### src/rtl/fpu_pkg.sv
// Shared constants and types for the fpu float/int conversion paths.
package fpu_pkg;
  localparam int BIAS   = 127;
  localparam int EXP_W  = 8;
  localparam int FRAC_W = 23;

  localparam int ST_NEG  = 3;
  localparam int ST_ZERO = 2;
  localparam int ST_INV  = 1;
  localparam int ST_INEX = 0;

  localparam logic [31:0] INT_MAX = 32'h7FFF_FFFF;
  localparam logic [31:0] INT_MIN = 32'h8000_0000;

  typedef enum logic [2:0] {
    S_IDLE,
    S_UNPACK,
    S_SHIFT,
    S_ROUND,
    S_DONE
  } f2i_state_e;
endpackage

### src/rtl/fpu_f2i_if.sv
// Request/result bundle for fpu_f2i; rmode_in exists only with FPU_F2I_RMODE_EN.
interface fpu_f2i_if;
  logic [31:0] op_A_in;
  logic        start_in;
  logic        busy_out;
  logic        done_out;
  logic [31:0] data_out;
  logic [3:0]  status_out;
`ifdef FPU_F2I_RMODE_EN
  logic        rmode_in;

  modport master (output op_A_in, start_in, rmode_in,
                  input  busy_out, done_out, data_out, status_out);
  modport slave  (input  op_A_in, start_in, rmode_in,
                  output busy_out, done_out, data_out, status_out);
`else
  modport master (output op_A_in, start_in,
                  input  busy_out, done_out, data_out, status_out);
  modport slave  (input  op_A_in, start_in,
                  output busy_out, done_out, data_out, status_out);
`endif
endinterface

### src/rtl/fpu_rne_round.sv
// Combinational rounding of a shifted magnitude from its guard/sticky bits;
// trunc_i selects round-toward-zero instead of nearest-even.
module fpu_rne_round (
  input  logic [31:0] mag_i,
  input  logic        guard_i,
  input  logic        sticky_i,
  input  logic        trunc_i,
  output logic [31:0] mag_o,
  output logic        inexact_o
);
  logic up;

  assign inexact_o = guard_i | sticky_i;
  assign up        = ~trunc_i & guard_i & (sticky_i | mag_i[0]);
  assign mag_o     = mag_i + 32'(up);
endmodule

### src/rtl/fpu_f2i.sv
// Iterative float32 -> int32 converter, one shift position per cycle.
// Define FPU_F2I_RMODE_EN to add the rmode_in truncate-toward-zero select.
module fpu_f2i
  import fpu_pkg::*;
#(
  parameter int MAX_RSHIFT = 25,
  parameter int BIAS       = fpu_pkg::BIAS
) (
  input  logic clk,
  input  logic reset,
  fpu_f2i_if.slave bus
);
  localparam int CNT_W = 6;
  localparam logic signed [9:0] MAXR = 10'(MAX_RSHIFT);

  f2i_state_e state_q, state_d;
  logic [31:0]      op_q, op_d;
  logic [31:0]      mag_q, mag_d;
  logic             guard_q, guard_d;
  logic             sticky_q, sticky_d;
  logic             left_q, left_d;
  logic [CNT_W-1:0] cnt_q, cnt_d;
  logic             forced_q, forced_d;
  logic [31:0]      res_q, res_d;
  logic             invalid_q, invalid_d;
  logic             inexact_q, inexact_d;
  logic [31:0]      data_q, data_d;
  logic [3:0]       status_q, status_d;
  logic             done_q, done_d;
  logic             rmode_q, rmode_d;

  logic                s;
  logic [EXP_W-1:0]    exp_f;
  logic [FRAC_W-1:0]   frac;
  logic [FRAC_W:0]     mant;
  logic signed [9:0]   e;
  logic signed [9:0]   rsh;
  logic [31:0]         mag_r;
  logic                rnd_inexact;

  assign s     = op_q[31];
  assign exp_f = op_q[30:23];
  assign frac  = op_q[22:0];
  assign mant  = {exp_f != '0, frac};
  assign e     = 10'(exp_f) - 10'(BIAS);
  assign rsh   = 10'sd23 - e;

  fpu_rne_round u_round (
    .mag_i     (mag_q),
    .guard_i   (guard_q),
    .sticky_i  (sticky_q),
    .trunc_i   (rmode_q),
    .mag_o     (mag_r),
    .inexact_o (rnd_inexact)
  );

  always_comb begin
    state_d   = state_q;
    op_d      = op_q;
    mag_d     = mag_q;
    guard_d   = guard_q;
    sticky_d  = sticky_q;
    left_d    = left_q;
    cnt_d     = cnt_q;
    forced_d  = forced_q;
    res_d     = res_q;
    invalid_d = invalid_q;
    inexact_d = inexact_q;
    data_d    = data_q;
    status_d  = status_q;
    done_d    = 1'b0;
    rmode_d   = rmode_q;
    unique case (state_q)
      S_IDLE: begin
        if (bus.start_in) begin
          op_d    = bus.op_A_in;
`ifdef FPU_F2I_RMODE_EN
          rmode_d = bus.rmode_in;
`else
          rmode_d = 1'b0;
`endif
          state_d = S_UNPACK;
        end
      end
      S_UNPACK: begin
        forced_d  = 1'b1;
        invalid_d = 1'b0;
        inexact_d = 1'b0;
        guard_d   = 1'b0;
        sticky_d  = 1'b0;
        left_d    = 1'b0;
        cnt_d     = '0;
        mag_d     = '0;
        res_d     = '0;
        state_d   = S_ROUND;
        if (exp_f == '1) begin
          res_d     = (!s || frac != '0) ? INT_MAX : INT_MIN;
          invalid_d = 1'b1;
        end else if (e >= 10'sd31) begin
          // -2^31 is the one representable value in this range
          if (s && e == 10'sd31 && frac == '0) begin
            res_d = INT_MIN;
          end else begin
            res_d     = s ? INT_MIN : INT_MAX;
            invalid_d = 1'b1;
          end
        end else if (exp_f == '0 || e < -10'sd2) begin
          inexact_d = (mant != '0);
        end else begin
          forced_d = 1'b0;
          mag_d    = 32'(mant);
          if (e >= 10'sd23) begin
            left_d = 1'b1;
            cnt_d  = CNT_W'(e - 10'sd23);
          end else begin
            cnt_d  = (rsh > MAXR) ? CNT_W'(MAXR) : CNT_W'(rsh);
          end
          if (cnt_d != '0) state_d = S_SHIFT;
        end
      end
      S_SHIFT: begin
        if (left_q) begin
          mag_d = mag_q << 1;
        end else begin
          mag_d    = mag_q >> 1;
          guard_d  = mag_q[0];
          sticky_d = sticky_q | guard_q;
        end
        cnt_d = cnt_q - 1'b1;
        if (cnt_q == CNT_W'(1)) state_d = S_ROUND;
      end
      S_ROUND: begin
        if (!forced_q) begin
          res_d     = s ? (~mag_r + 32'd1) : mag_r;
          inexact_d = rnd_inexact;
        end
        state_d = S_DONE;
      end
      S_DONE: begin
        data_d           = res_q;
        status_d         = '0;
        status_d[ST_NEG]  = res_q[31];
        status_d[ST_ZERO] = (res_q == '0);
        status_d[ST_INV]  = invalid_q;
        status_d[ST_INEX] = inexact_q;
        done_d           = 1'b1;
        state_d          = S_IDLE;
      end
      default: state_d = S_IDLE;
    endcase
  end

  always_ff @(posedge clk) begin
    if (reset) begin
      state_q   <= S_IDLE;
      op_q      <= '0;
      mag_q     <= '0;
      guard_q   <= 1'b0;
      sticky_q  <= 1'b0;
      left_q    <= 1'b0;
      cnt_q     <= '0;
      forced_q  <= 1'b0;
      res_q     <= '0;
      invalid_q <= 1'b0;
      inexact_q <= 1'b0;
      data_q    <= '0;
      status_q  <= '0;
      done_q    <= 1'b0;
      rmode_q   <= 1'b0;
    end else begin
      state_q   <= state_d;
      op_q      <= op_d;
      mag_q     <= mag_d;
      guard_q   <= guard_d;
      sticky_q  <= sticky_d;
      left_q    <= left_d;
      cnt_q     <= cnt_d;
      forced_q  <= forced_d;
      res_q     <= res_d;
      invalid_q <= invalid_d;
      inexact_q <= inexact_d;
      data_q    <= data_d;
      status_q  <= status_d;
      done_q    <= done_d;
      rmode_q   <= rmode_d;
    end
  end

  assign bus.busy_out   = (state_q != S_IDLE);
  assign bus.done_out   = done_q;
  assign bus.data_out   = data_q;
  assign bus.status_out = status_q;
endmodule

### src/flat_wrapper.sv
// flat-port wrapper written by rule: the top's interface ports become plain ports
module fpu_f2i_flat import fpu_pkg::*;
#(
  parameter int MAX_RSHIFT = 25,
  parameter int BIAS       = fpu_pkg::BIAS
)
  (clk, reset, bus_op_A_in, bus_start_in, bus_busy_out, bus_done_out, bus_data_out, bus_status_out);
  fpu_f2i_if bus_i ();
  input  logic clk;
  input  logic reset;
  input wire logic [$bits(bus_i.op_A_in)-1:0] bus_op_A_in;
  input wire logic [$bits(bus_i.start_in)-1:0] bus_start_in;
  output wire logic [$bits(bus_i.busy_out)-1:0] bus_busy_out;
  output wire logic [$bits(bus_i.done_out)-1:0] bus_done_out;
  output wire logic [$bits(bus_i.data_out)-1:0] bus_data_out;
  output wire logic [$bits(bus_i.status_out)-1:0] bus_status_out;
  assign bus_i.op_A_in = bus_op_A_in;
  assign bus_i.start_in = bus_start_in;
  assign bus_busy_out = bus_i.busy_out;
  assign bus_done_out = bus_i.done_out;
  assign bus_data_out = bus_i.data_out;
  assign bus_status_out = bus_i.status_out;
  fpu_f2i #(.MAX_RSHIFT(MAX_RSHIFT), .BIAS(BIAS)) u_core (.clk(clk), .reset(reset), .bus(bus_i));
endmodule
### config.mk
export PLATFORM = sky130hd
export DESIGN_NAME = fpu_f2i_flat
export DESIGN_NICKNAME = d
export VERILOG_FILES = /design/src/rtl/fpu_pkg.sv /design/src/rtl/fpu_f2i_if.sv /design/src/rtl/fpu_rne_round.sv /design/src/rtl/fpu_f2i.sv /design/src/flat_wrapper.sv
export SDC_FILE = /design/constraint.sdc
export NUM_CORES = 1
export LEC_CHECK = 0
export ABC_AREA = 1
export BUFFER_PORTS_ARGS = -buffer_cell sky130_fd_sc_hd__buf_2
export CAP_MARGIN = 0
export CORE_UTILIZATION = 45
export CTS_BUF_LIST = sky130_fd_sc_hd__clkbuf_8
export DETAILED_ROUTE_END_ITERATION = 6
export PLACE_DENSITY = 0.66
export SYNTH_ARGS = -nofsm -noshare
export SYNTH_HDL_FRONTEND = slang
export SYNTH_SLANG_ARGS = --single-unit
### constraint.sdc
create_clock -name clk -period 4.5 [get_ports clk]
set_clock_uncertainty 0.15 [all_clocks]
set_input_delay 0.225 -clock clk [delete_from_list [all_inputs] [get_ports clk]]
set_output_delay 0.225 -clock clk [all_outputs]
set_load 0.1 [all_outputs]
==> summary.md <==
| Metric | Value |
|---|---|
| Worst Path Buf+Inv | `2` |
| Syn avg cell area | `6.503 um^2` |
| Post-synthesis net count | `1375` |
| TritonCTS clock tree | `yes` |
| Fraction of layout cells with a size suffix above 1 | `12.60%` |
| Final worst-path cycle share | `66.50%` |
| TritonRoute pass-1 iters | `5` |
| Fill count | `1926` |
| Maximum vdd drop | `about 0.3 mV` |
| Clk buf depth | `2` |
| Async set-reset flop share out of synthesis | `0%` |
| Area delta synth->final | `15.06%` |
| HP Class | `input port to flop` |
| I/O Buffers | `72` |
| Register Area | `just under 3000 um^2` |
| Most used cell, CP | `nand2_1` |
| Detail Placement HPWL | `17.91 mm` |
| Antenna Nets Post-Route | `0` |
| Fin. max-slew vios | `0` |
| Cts bufs inserted | `17` |
| CP Capture Type | `flop` |
| Max stage delay on crit path | `390 ps` |
| DR vias | `8893` |
| #FFs+latches synth | `between 100 and 150` |
| Placer congestion estimate | `0.9496` |
| Power Density | `406.4 nW/um^2` |
| Pleak | `4.229 nW` |
| Top delay family on crit path | `simple AND/OR/NAND/NOR gates` |
| Critical path class | `flop to flop` |
| Final global-route overflow total | `0` |
| Reg clk slew, reported paths | `90 ps` |
| Wirelength, routed | `between 20 and 25 mm` |
| IO Pins | `73` |
| RSZ-0062 raised after global routing | `no` |
| Clk Latency, worst-skew pair | `470 ps` |
| Site Rows | `50` |
| Final setup margin | `~1500 ps` |
| Setup_tns | `0 ps` |
| Number of setup buffers added after CTS | `0` |
| # diodes | `0` |
| Clk sinks | `147` |
| Synth Cell Area | `8642 um^2` |
| Yosys warning count | `0` |
| Number of nets in the layout | `1454` |
| Share of the yosys chip area belonging to registers | `34.05%` |
| Cell Chain, Critical Path | `nand2_2 > inv_1 > ha_1 > inv_1 > nor2_4 > nand2_4 > nor2_4 > xor2_2 > nand2_1 > nor2_1 > nand2_1 > nor2_1 > nand4_1 > nand2_1 > nand2_1 > nand2_1 > nand2_1 > a21oi_1` |
| Rel. slew slack | `43.59%` |
| Die area | `19760 um^2` |
| Post-route minimum period | `2993 ps` |
| Vias in the first global route | `8173` |
| Required @ worst endpoint | `4750 ps` |
| Htree depth | `4` |
| Pin count of the biggest net entering global routing | `65` |
| First-pass GRT wire length | `39.98 mm` |
| Status | `finished, final reports clean` |
| Initial Util | `~46%` |
| Pre-CTS WS | `about 1600 ps` |
| Main synth FF type | `dfxtp_1` |
| Initial antenna violation count | `0` |
| Netlist cell types | `43` |
| Hold Fails Final Rpt | `0` |
| EDFF count, synth | `0` |
| Post-synthesis cell count | `1329` |
| CTS Root Cell | `clkbuf_8` |
| Die H | `~140 um` |
| Synth area leader | `dfxtp_1` |
| Via-per-instance ratio | `5.373` |
| Area occupied by multi-input gates | `4885 um^2` |
| Max-cap violations | `0` |
| Initial DRC Count | `593` |
| Residual DRC | `0` |
| Tightest Pin Transition | `846.1 ps` |
| GR Util All Layers | `25.41%` |
| Count leader, synth | `nand2_1` |
| Top cell type's share of synthesized area | `about 34%` |
| CP max FO | `6` |
| Die X-Extent | `140.6 um` |
| Worst path slowest cell | `dfxtp_1` |
| Leading cell types by count after synthesis | `nand2_1 (322), inv_1 (150), dfxtp_1 (147)` |
| Setup violators final | `0` |
| Max Clk Rate | `~330 MHz` |
| Worst path arrival time | `3240 ps` |
| WL/cell | `14.75 um` |
| Core ar. | `18770 um^2` |
| Crit path launch type | `flop` |
| Area contributors post-synth | `dfxtp_1 (34%), nand2_1 (14%), o21ai_0 (7.1%)` |
==> metal layers <==
| layer | part of all wire, % | vias to the layer above | GRT usage [%] |
|---|---|---|---|
| met5 | 0 | - | 0 |
| met4 | 2.0 | 0 | 9.096 |
| met3 | 4.2 | 40 | 4.076 |
| met2 | 48 | 209 | 43.50 |
| met1 | 46 | 4093 | 32.36 |
| li1 | - | 4551 | - |
==> state kept, by name, summed over array words and instances, names as in the netlist <==
name,count
u_core.op_q,32
u_core.res_q,32
u_core.left_q,1
u_core.state_q,3
u_core.guard_q,1
u_core.invalid_q,1
u_core.bus.data_out,31
u_core.forced_q,1
u_core.bus.status_out,4
u_core.bus.done_out,1
u_core.cnt_q,6
u_core.sticky_q,1
u_core.mag_q,32
u_core.inexact_q,1
==> final cells by class <==
cell class | count | share of cell area (%)
Clock inverter | 14 | 1.888
Timing Repair Buffer | 118 | 7.928
Inverter | 159 | 6.027
Clock buffer | 18 | 2.492
Sequential cell | 147 | 29.60
Tap cell | 234 | 2.945
Multi-Input combinational cell | 965 | 49.13
==> stage by stage <==
stage               instance area, um^2  power [mW]  hold WS [ps]  util, %  std cells
floorplan                          8642       2.569         268.3        -       1329
global route                       9943       4.308         206.1    52.98       1655
detailed placement                 9178       2.878         305.7    48.90       1590
global placement                   9178       2.869         304.3    48.90       1590
finish                             9943       4.041         209.5    52.98       1655
CTS                                9943       4.062         183.5    52.98       1655
==> repair_timing <==
action / CTS / global route
endpoints found under the hold margin: 33 / 0
hold buffers: 33 / 0
gates resized for setup: 0 / 0
==> power breakdown <==
part	switching (mW)	internal (mW)	leakage [nW]
Clock	0.574	0.582	0.223
Combinational	0.930	0.391	2.81
Sequential	0.108	1.46	1.20
==> placed cells by master (no fill, tap or decap), types with 6 or more instances in the layout <==
cell type / instances
o21ai_0: 122
nand4_1: 32
nor2_4: 12
nand2_1: 322
buf_2: 72
a21oi_1: 113
xor2_1: 15
clkbuf_8: 18
nor3_1: 16
a41oi_1: 12
o21a_1: 8
o211ai_1: 9
nand2_2: 16
nor2_1: 109
nor2_2: 11
buf_4: 13
a31oi_1: 9
nand3_1: 97
dlygate4sd3_1: 33
inv_1: 150
inv_6: 6
ha_1: 11
o221ai_1: 9
dfxtp_1: 147
==> worst paths after layout <==
| kind | from | to | slack (ps) | cells after the start |
|---|---|---|---|---|
| worst max register to register | u_core.mag_q[0]$_SDFFE_PP0P_ | u_core.res_q[30]$_SDFFE_PP0P_ | 1510 | 18 |
| worst max-delay path | u_core.mag_q[0]$_SDFFE_PP0P_ | u_core.res_q[30]$_SDFFE_PP0P_ | 1510 | 18 |
| worst min register to register | u_core.res_q[22]$_SDFFE_PP0P_ | u_core.bus.data_out[22]$_SDFFE_PP0P_ | 310 | 2 |
| worst min-delay path | reset | u_core.state_q[0]$_SDFFE_PP0P_ | 210 | 2 |
==> kinds of logic (layout without fill, tap and decap cells) <==
logic type / Yosys count / in the layout / share of synthesized area (%)
xor gates and xnor gates: 23 / 23 / 2.765
AOI/OAI and AO/OA: 299 / 299 / 19.42
and+or+nand+nor: 632 / 632 / 32.52
buffers and inverters: 217 / 309 / 9.657
DFF: 147 / 147 / 34.05
adders and majority gates: 11 / 11 / 1.593
Note: power is estimated with default switching activity, not from simulation.
